[src/rtl/idli_pkg.sv]
// Shared SQI definitions: command opcodes, responder FSM states and the bus direction type.
package idli_pkg;

  localparam logic [7:0] SQI_CMD_READ  = 8'h03;
  localparam logic [7:0] SQI_CMD_WRITE = 8'h02;

  // Direction as seen by the initiator: IN = initiator reads, OUT = initiator drives.
  typedef enum logic {
    SQI_MODE_IN  = 1'b0,
    SQI_MODE_OUT = 1'b1
  } sqi_mode_t;

  typedef enum logic [2:0] {
    SQI_RESP_IDLE,
    SQI_RESP_INSTR,
    SQI_RESP_ADDR,
    SQI_RESP_DUMMY,
    SQI_RESP_RDATA,
    SQI_RESP_WDATA,
    SQI_RESP_IGNORE
  } sqi_resp_state_t;

endpackage

[src/rtl/idli_sqi_mem_m.sv]
// Responder backing store: byte array with a registered write port and an asynchronous read port.
module idli_sqi_mem_m #(
  parameter int MEM_AW = 8
) (
  input  logic              i_core_gck,
  input  logic              i_we,
  input  logic [MEM_AW-1:0] i_waddr,
  input  logic [7:0]        i_wdata,
  input  logic [MEM_AW-1:0] i_raddr,
  output logic [7:0]        o_rdata
);

  logic [7:0] r_mem [2**MEM_AW];

  always_ff @(posedge i_core_gck) begin
    if (i_we) r_mem[i_waddr] <= i_wdata;
  end

  assign o_rdata = r_mem[i_raddr];

endmodule

[src/rtl/idli_sqi_resp_m.sv]
// SQI serial-SRAM responder: samples initiator nibbles on SCK rise, drives read data on SCK fall,
// and serves READ (0x03) / WRITE (0x02) transactions from an internal byte array.
module idli_sqi_resp_m
  import idli_pkg::*;
#(
  parameter int MEM_AW        = 8,
  parameter int DUMMY_NIBBLES = 2
) (
  input  logic      i_core_gck,
  input  logic      i_core_rst_n,
  input  logic      i_resp_sqi_sck,
  input  logic      i_resp_sqi_cs,
  input  sqi_mode_t i_resp_sqi_mode,
  input  logic [3:0] i_resp_sqi_data,
  output logic [3:0] o_resp_sqi_data,
  output logic      o_resp_sqi_oe,
  output logic      o_resp_err
);

  sqi_resp_state_t r_state, w_state_nxt;
  logic        r_sck_q;
  logic [7:0]  r_cnt;
  logic [3:0]  r_instr_hi;
  logic [3:0]  r_wr_hi;
  logic        r_is_wr;
  logic [23:0] r_addr;
  logic        w_rise, w_fall, w_we;
  logic [7:0]  w_rdata;
  logic [7:0]  w_instr;

  // SCK is generated in this clock domain, so plain edge detection suffices.
  assign w_rise  = i_resp_sqi_sck & ~r_sck_q;
  assign w_fall  = ~i_resp_sqi_sck & r_sck_q;
  assign w_instr = {r_instr_hi, i_resp_sqi_data};
  assign w_we    = ~i_resp_sqi_cs && (r_state == SQI_RESP_WDATA) && w_rise && r_cnt[0];

  always_ff @(posedge i_core_gck or negedge i_core_rst_n) begin
    if (!i_core_rst_n) r_state <= SQI_RESP_IDLE;
    else               r_state <= w_state_nxt;
  end

  always_comb begin
    w_state_nxt = r_state;
    if (i_resp_sqi_cs) begin
      w_state_nxt = SQI_RESP_IDLE;
    end else begin
      case (r_state)
        SQI_RESP_IDLE:  w_state_nxt = SQI_RESP_INSTR;
        SQI_RESP_INSTR: if (w_rise && r_cnt == 8'd1)
          w_state_nxt = (w_instr == SQI_CMD_READ || w_instr == SQI_CMD_WRITE) ? SQI_RESP_ADDR
                                                                              : SQI_RESP_IGNORE;
        SQI_RESP_ADDR:  if (w_rise && r_cnt == 8'd5)
          w_state_nxt = r_is_wr ? SQI_RESP_WDATA
                      : (DUMMY_NIBBLES == 0) ? SQI_RESP_RDATA : SQI_RESP_DUMMY;
        SQI_RESP_DUMMY: if (w_rise && r_cnt == 8'(DUMMY_NIBBLES - 1))
          w_state_nxt = SQI_RESP_RDATA;
        default: w_state_nxt = r_state;
      endcase
    end
  end

  always_ff @(posedge i_core_gck or negedge i_core_rst_n) begin
    if (!i_core_rst_n) begin
      r_sck_q         <= 1'b0;
      r_cnt           <= '0;
      r_instr_hi      <= '0;
      r_wr_hi         <= '0;
      r_is_wr         <= 1'b0;
      r_addr          <= '0;
      o_resp_sqi_data <= '0;
      o_resp_sqi_oe   <= 1'b0;
      o_resp_err      <= 1'b0;
    end else begin
      r_sck_q <= i_resp_sqi_sck;
      if (o_resp_sqi_oe && i_resp_sqi_mode == SQI_MODE_OUT) o_resp_err <= 1'b1;
      if (i_resp_sqi_cs) begin
        r_cnt           <= '0;
        o_resp_sqi_oe   <= 1'b0;
        o_resp_sqi_data <= '0;
      end else begin
        case (r_state)
          SQI_RESP_IDLE: r_cnt <= '0;
          SQI_RESP_INSTR: if (w_rise) begin
            r_instr_hi <= i_resp_sqi_data;
            if (r_cnt == 8'd1) begin
              r_cnt   <= '0;
              r_is_wr <= (w_instr == SQI_CMD_WRITE);
            end else begin
              r_cnt <= r_cnt + 8'd1;
            end
          end
          SQI_RESP_ADDR: if (w_rise) begin
            r_addr <= {r_addr[19:0], i_resp_sqi_data};
            r_cnt  <= (r_cnt == 8'd5) ? 8'd0 : r_cnt + 8'd1;
          end
          SQI_RESP_DUMMY: if (w_rise)
            r_cnt <= (r_cnt == 8'(DUMMY_NIBBLES - 1)) ? 8'd0 : r_cnt + 8'd1;
          // r_cnt[0] tracks which half of the byte goes out next.
          SQI_RESP_RDATA: if (w_fall) begin
            o_resp_sqi_oe <= 1'b1;
            if (!r_cnt[0]) begin
              o_resp_sqi_data <= w_rdata[7:4];
              r_cnt           <= 8'd1;
            end else begin
              o_resp_sqi_data <= w_rdata[3:0];
              r_addr          <= r_addr + 24'd1;
              r_cnt           <= 8'd0;
            end
          end
          SQI_RESP_WDATA: if (w_rise) begin
            if (!r_cnt[0]) begin
              r_wr_hi <= i_resp_sqi_data;
              r_cnt   <= 8'd1;
            end else begin
              r_addr <= r_addr + 24'd1;
              r_cnt  <= 8'd0;
            end
          end
          default: ;
        endcase
      end
    end
  end

  idli_sqi_mem_m #(.MEM_AW(MEM_AW)) u_mem (
    .i_core_gck (i_core_gck),
    .i_we       (w_we),
    .i_waddr    (r_addr[MEM_AW-1:0]),
    .i_wdata    ({r_wr_hi, i_resp_sqi_data}),
    .i_raddr    (r_addr[MEM_AW-1:0]),
    .o_rdata    (w_rdata)
  );

endmodule
[config.mk]
export PLATFORM = sky130hd
export DESIGN_NAME = idli_sqi_resp_m
export DESIGN_NICKNAME = d
export VERILOG_FILES = /design/src/rtl/idli_pkg.sv /design/src/rtl/idli_sqi_mem_m.sv /design/src/rtl/idli_sqi_resp_m.sv
export SDC_FILE = /design/constraint.sdc
export NUM_CORES = 2
export LEC_CHECK = 0
export BUFFER_PORTS_ARGS = -buffer_cell sky130_fd_sc_hd__clkbuf_2
export CAP_MARGIN = 20
export CORE_ASPECT_RATIO = 2
export CORE_UTILIZATION = 57
export CTS_CLUSTER_DIAMETER = 80
export CTS_CLUSTER_SIZE = 20
export DETAILED_ROUTE_END_ITERATION = 6
export HOLD_SLACK_MARGIN = 0.08
export PLACE_DENSITY = 0.75
export SYNTH_ARGS = -nofsm -noshare
export SYNTH_HDL_FRONTEND = slang
export SYNTH_HIERARCHICAL = 1
export SYNTH_SLANG_ARGS = --single-unit
export TNS_END_PERCENT = 30
[constraint.sdc]
create_clock -name i_core_gck -period 3.6 [get_ports i_core_gck]
set_input_delay 0 -clock i_core_gck [delete_from_list [all_inputs] [get_ports i_core_gck]]
set_output_delay 0 -clock i_core_gck [all_outputs]
set_load 0.05 [all_outputs]
Yosys cells after proc, flatten, opt, wreduce, memory -nomap -nowiden
Memory sizes are Yosys's and may differ from the RTL's.
Index checks and enable logic that the tools add are counted.

storage, ports and cells
  bits in registers = 51
  memories = 1
  input port bits = 9
  word-level logic and storage cells = 89
  bits in writable memories = 2048

operators by class
  mux-type cells = 30
  equality and inequality tests = 19
  reductions and logical operators = 21
  add/sub/neg operators = 2
  bitwise operators = 6

memories
  memory       words  width  read ports  clocked after Yosys merged registers in  wr ports  line                  text
  u_mem.r_mem  256    8      1           0                                        1         idli_sqi_mem_m.sv:13  logic [7:0] r_mem [2**MEM_AW];

operators by type and width
  operator                 count
  $mux W24                 4
  $pmux W24 S3             1
  $mux W8                  7
  $pmux W8 S5              1
  $add A24 B1 Y24 const B  1
  $mux W3                  6
  $ne A3 B3 Y1 const B     6
  $eq A8 B2 Y1 const B     2
  $mux W4                  4
  $pmux W3 S4              1
  $reduce_and A4 Y1        3
  $reduce_and A5 Y1        2
  $add A8 B1 Y8 const B    1
  $eq A8 B1 Y1 const B     1
  $eq A8 B3 Y1 const B     1
  $eq A3 B2 Y1 const B     2
  $eq A3 B3 Y1 const B     2
  $logic_and A1 B1 Y1      6
  $mux W1                  6
  $ne A2 B2 Y1 const B     3
  $reduce_bool A6 Y1       1
  $reduce_bool A5 Y1       1
  $not A1 Y1               4
  $reduce_bool A2 Y1       2
  other kinds (9)          10

Depth between registers and ports, before layout
  depth after elaboration = 6
  mapped depth = 13

Hierarchy
Netlist, hierarchy kept.

by module, submodules not included
  module           sequential area each (µm²)  cells an instance  area each (µm²)  instances
  idli_sqi_mem_m   61499.0                     3725               79396.1          1
  idli_sqi_resp_m  875.8                       206                1948.1           1

Worst setup path after synthesis
Ideal clock, no wire load.

  kind = register to register
  start = register r_wr_hi[0]
  end = memory u_mem.r_mem[0][4], data pin
  arrival time = 3.181 ns
  slack = -0.384 ns
  cell stages (with the launch flop) = 1
  library setup time = 0.803 ns
  path through = dfrtp_1

RTL lines
  item                    line                    text
  start, declared         idli_sqi_resp_m.sv:24   logic [3:0] r_wr_hi;
  start signal, assigned  idli_sqi_resp_m.sv:112  r_wr_hi <= i_resp_sqi_data;
  end, declared           idli_sqi_mem_m.sv:13

Straight into the memory's write port.

Final worst setup path
  start = register r_addr[1]
  end = register o_resp_sqi_data[3]

on the way
  word-level cells in the longest chain between the ends = 5

RTL lines
  item                    line                    text
  start, declared         idli_sqi_resp_m.sv:26   logic [23:0] r_addr;
  start signal, assigned  idli_sqi_resp_m.sv:93   r_addr <= {r_addr[19:0], i_resp_sqi_data};
  start signal, assigned  idli_sqi_resp_m.sv:106  r_addr <= r_addr + 24'd1;
  start signal, assigned  idli_sqi_resp_m.sv:115  r_addr <= r_addr + 24'd1;
  $mem_v2 Z256 W8         -
  named net w_rdata[7]    idli_sqi_resp_m.sv:28   logic [7:0] w_rdata;
  $mux W4                 idli_sqi_resp_m.sv:101  if (!r_cnt[0]) begin
  $mux W4                 idli_sqi_resp_m.sv:99   SQI_RESP_RDATA: if (w_fall) begin
  $mux W4                 idli_sqi_resp_m.sv:81   case (r_state)
  $mux W4                 idli_sqi_resp_m.sv:76   if (i_resp_sqi_cs) begin
  end signal, assigned    idli_sqi_resp_m.sv:102  o_resp_sqi_data <= w_rdata[7:4];
  end signal, assigned    idli_sqi_resp_m.sv:105  o_resp_sqi_data <= w_rdata[3:0];
  end, declared           idli_sqi_resp_m.sv:15   output logic [3:0] o_resp_sqi_data,

The timed path passes the listed nets, and every way through them passes these cells. The select of a mux whose other input is x is not followed.
A chain may end at the register's enable or synchronous reset.

==> metrics.txt <==
# clock sinks=2083; post-route ant nets=0; worst-path fanout max=88; worst path cell trace=buf_12 > buf_12 > mux4_2 > a22oi_1 > a21oi_1 > nor4_1 > buf_4 > nor4_1 > mux2i_1 > a211oi_1; P_leak=0.0301 uW; std cell rows=195; HPWL Detailed=137 mm; Worst slew margin=0.251; Initial Utilization=0.576; Max Cap Viol=0; Area growth, synth to finish=10.9%; drt via density=6.66; Die Y=536 um; synth warn=6; Remaining DRCs=0; Final Setup Violations=0; fin nets=4367; number of failing hold endpoints at the final stage=0; # H-tree levels=3; setup TNS=0 ns; Worst-path clk slew=0.09 ns; HP Class=in2reg; CP max stage delay=0.54 ns; Synth async-reset ratio=0.0168; Chip Width=269 um; Seq/Total Area, Yosys=0.767; Final GP Congestion=0.969; Net Count, Synth=3943; Synth cell types=72; Setup Skew=0.0396 ns; worst path required time=4.18 ns; Post-synth top flop=edfxtp_1; CP max-delay cell=dfrtp_4; final worst path period need=3.54 ns; Final Cycle Share=0.984; top post-synthesis cells by area=edfxtp_1 76%, mux4_2 13%, mux2i_1 1.7%; CP arrival=4.12 ns; synthesized area per cell=20.7 um^2; Overall Global Routing Usage=0.287; CORE AREA=0.141 mm^2; Worst setup EP type=flop; Clock Tree Buf Depth=3; worst skew pair latency=0.75 ns; # IOs=15; synthesized cell area=0.0813 mm^2; Synth area leader=edfxtp_1; die area=0.144 mm^2; Avg WL per Cell=32.8 um; global-route wire length before repair=294 mm; Worst-Margin Slew=1.12 ns; synthesized instance count=3931; most frequent cell after synthesis=edfxtp_1; routed via count=41800; top cells by count, synth=2048 x edfxtp_1, 454 x mux4_2, 306 x nor2_1; P per Cell Area=581 mW/mm^2; crit path launch type=flop; post-synthesis register bit count=2083; maximum number of pins on one net before global-route repair=140; total CTS buffers=114; vias in the first global route=43000; Setup Crit Path Kind=reg2reg; Synth top area share=0.756; Worst VDD drop=0.805 mV; max-slew violations=0; total grt overflow=0; CTS Root Cell=clkbuf_16; 1st-iter DRT viols=4512; Post-synth EDFFs=2048; CTS tree=yes; routed wire length=206 mm; top achievable clock speed=282 MHz; overall power=52500 uW; share of layout cells above drive strength 1=0.268; outcome=complete, no violations; number of iterations in the first detailed-routing pass=7; port bufs=14; initial antenna violation count=2
==> stage by stage <==
step | worst slack, ns | instances | hold slack, ns | utilization | area (um^2)
after floorplan | 0.456 | 3931 | -0.296 | - | 81300
after global placement | -0.460 | 6092 | -0.120 | 0.614 | 86800
after CTS | -0.0964 | 6272 | 0.234 | 0.638 | 90100
after global routing | -0.0150 | 6280 | 0.289 | 0.639 | 90200
after detailed placement | -0.468 | 6092 | -0.119 | 0.614 | 86800
final | 0.0577 | 6280 | 0.253 | 0.639 | 90200
==> power breakdown <==
| part | switching, uW | internal [uW] | leakage [uW] |
|---|---|---|---|
| clock | 7190 | 5920 | 0.00151 |
| combinational | 7400 | 5180 | 0.00767 |
| sequential | 220 | 26500 | 0.0209 |
==> layer usage <==
metal / vias to the layer above / global-route usage / part of all wire
met3: 615 / 0.0358 / 0.065
met5: - / 0 / 0
li1: 17100 / - / -
met1: 21900 / 0.303 / 0.31
met2: 2238 / 0.515 / 0.53
met4: 0 / 0.231 / 0.094
==> worst max-delay path: cells and delay by family (launching register included) <==
kind / cells / cell delay [ns]
buffers and inverters: 3 / 0.93
and+or+nand+nor: 2 / 0.55
muxes: 2 / 0.60
DFF: 1 / 0.54
AOI/OAI and AO/OA: 3 / 0.60
==> area by class of cell <==
cell class / count / area, um^2
tap: 1871 / 2340
inverter: 6 / 23.8
clock inverter: 4 / 45.0
fill: 9015 / 51000
clock buffer: 165 / 3090
timing repair buffer: 551 / 4740
antenna: 1 / 2.50
sequential: 2083 / 62400
multi-input combinational: 1599 / 17600
==> cell usage in the layout, fill, tap and decap left out, types with 6 or more instances in the layout <==
| cell | instances |
|---|---|
| mux2_2 | 10 |
| nor4_2 | 7 |
| clkbuf_16 | 117 |
| o221ai_1 | 46 |
| buf_4 | 478 |
| nand4_1 | 10 |
| o21ai_0 | 26 |
| nand2_1 | 49 |
| nand3_1 | 47 |
| o211ai_1 | 11 |
| dlygate4sd3_1 | 11 |
| clkbuf_1 | 49 |
| a21oi_1 | 109 |
| a22o_1 | 11 |
| edfxtp_1 | 2048 |
| mux4_2 | 454 |
| clkbuf_2 | 10 |
| a221oi_1 | 10 |
| nor2b_1 | 32 |
| mux2i_1 | 138 |
| dfrtp_1 | 25 |
| o22ai_1 | 31 |
| nor4_1 | 22 |
| buf_12 | 42 |
| a211oi_1 | 20 |
| or2_2 | 7 |
| dfrtp_4 | 8 |
| nor2_1 | 303 |
| and2_1 | 6 |
| nor3_1 | 21 |
| nand2b_1 | 13 |
| a22oi_1 | 134 |
==> cell families after synthesis <==
logic type | Yosys count | share of synthesized area
muxes | 604 | 0.145
and+or+nand+nor | 546 | 0.0305
xor gates and xnor gates | 1 | 0.000108
DFF | 2083 | 0.767
AOI/OAI and AO/OA | 445 | 0.0386
adders and majority gates | 3 | 0.000461
buffers and inverters | 249 | 0.0188
==> state kept, by name, summed over array words and instances (netlist names), 3 cells and up <==
name	cells
r_addr	8
r_instr_hi	4
r_wr_hi	4
r_cnt	8
o_resp_sqi_data	4
r_state	3
u_mem/r_mem	2048
==> repair_timing <==
| action | in CTS | in global routing |
|---|---|---|
| cloned | 0 | 1 |
| gates resized for setup | 15 | 8 |
| buffers inserted | 0 | 6 |
| pin swaps | 0 | 3 |
| endpoints found under the setup margin | 4 | 4 |
| endpoints found under the hold margin | 370 | 0 |
| hold buffers | 11 | 0 |
==> worst paths after layout <==
| path | from | endpoint | slack [ns] | cells past startpoint |
|---|---|---|---|---|
| max | r_addr[1]$_DFFE_PN0P_ | o_resp_sqi_data[3]$_DFFE_PN0P_ | 0.06 | 10 |
| min | i_resp_sqi_cs | r_state[1]$_DFFE_PN0P_ | 0.25 | 3 |
| max reg2reg | r_addr[1]$_DFFE_PN0P_ | o_resp_sqi_data[3]$_DFFE_PN0P_ | 0.06 | 10 |
| min reg2reg | o_resp_err$_DFFE_PN0P_ | o_resp_err$_DFFE_PN0P_ | 0.47 | 1 |
| max in group asynchronous | i_core_rst_n | r_addr[0]$_DFFE_PN0P_ | 2.43 | 4 |
| min in group asynchronous | i_core_rst_n | o_resp_sqi_data[0]$_DFFE_PN0P_ | 0.30 | 3 |
Note: power is estimated with default switching activity, not from simulation.
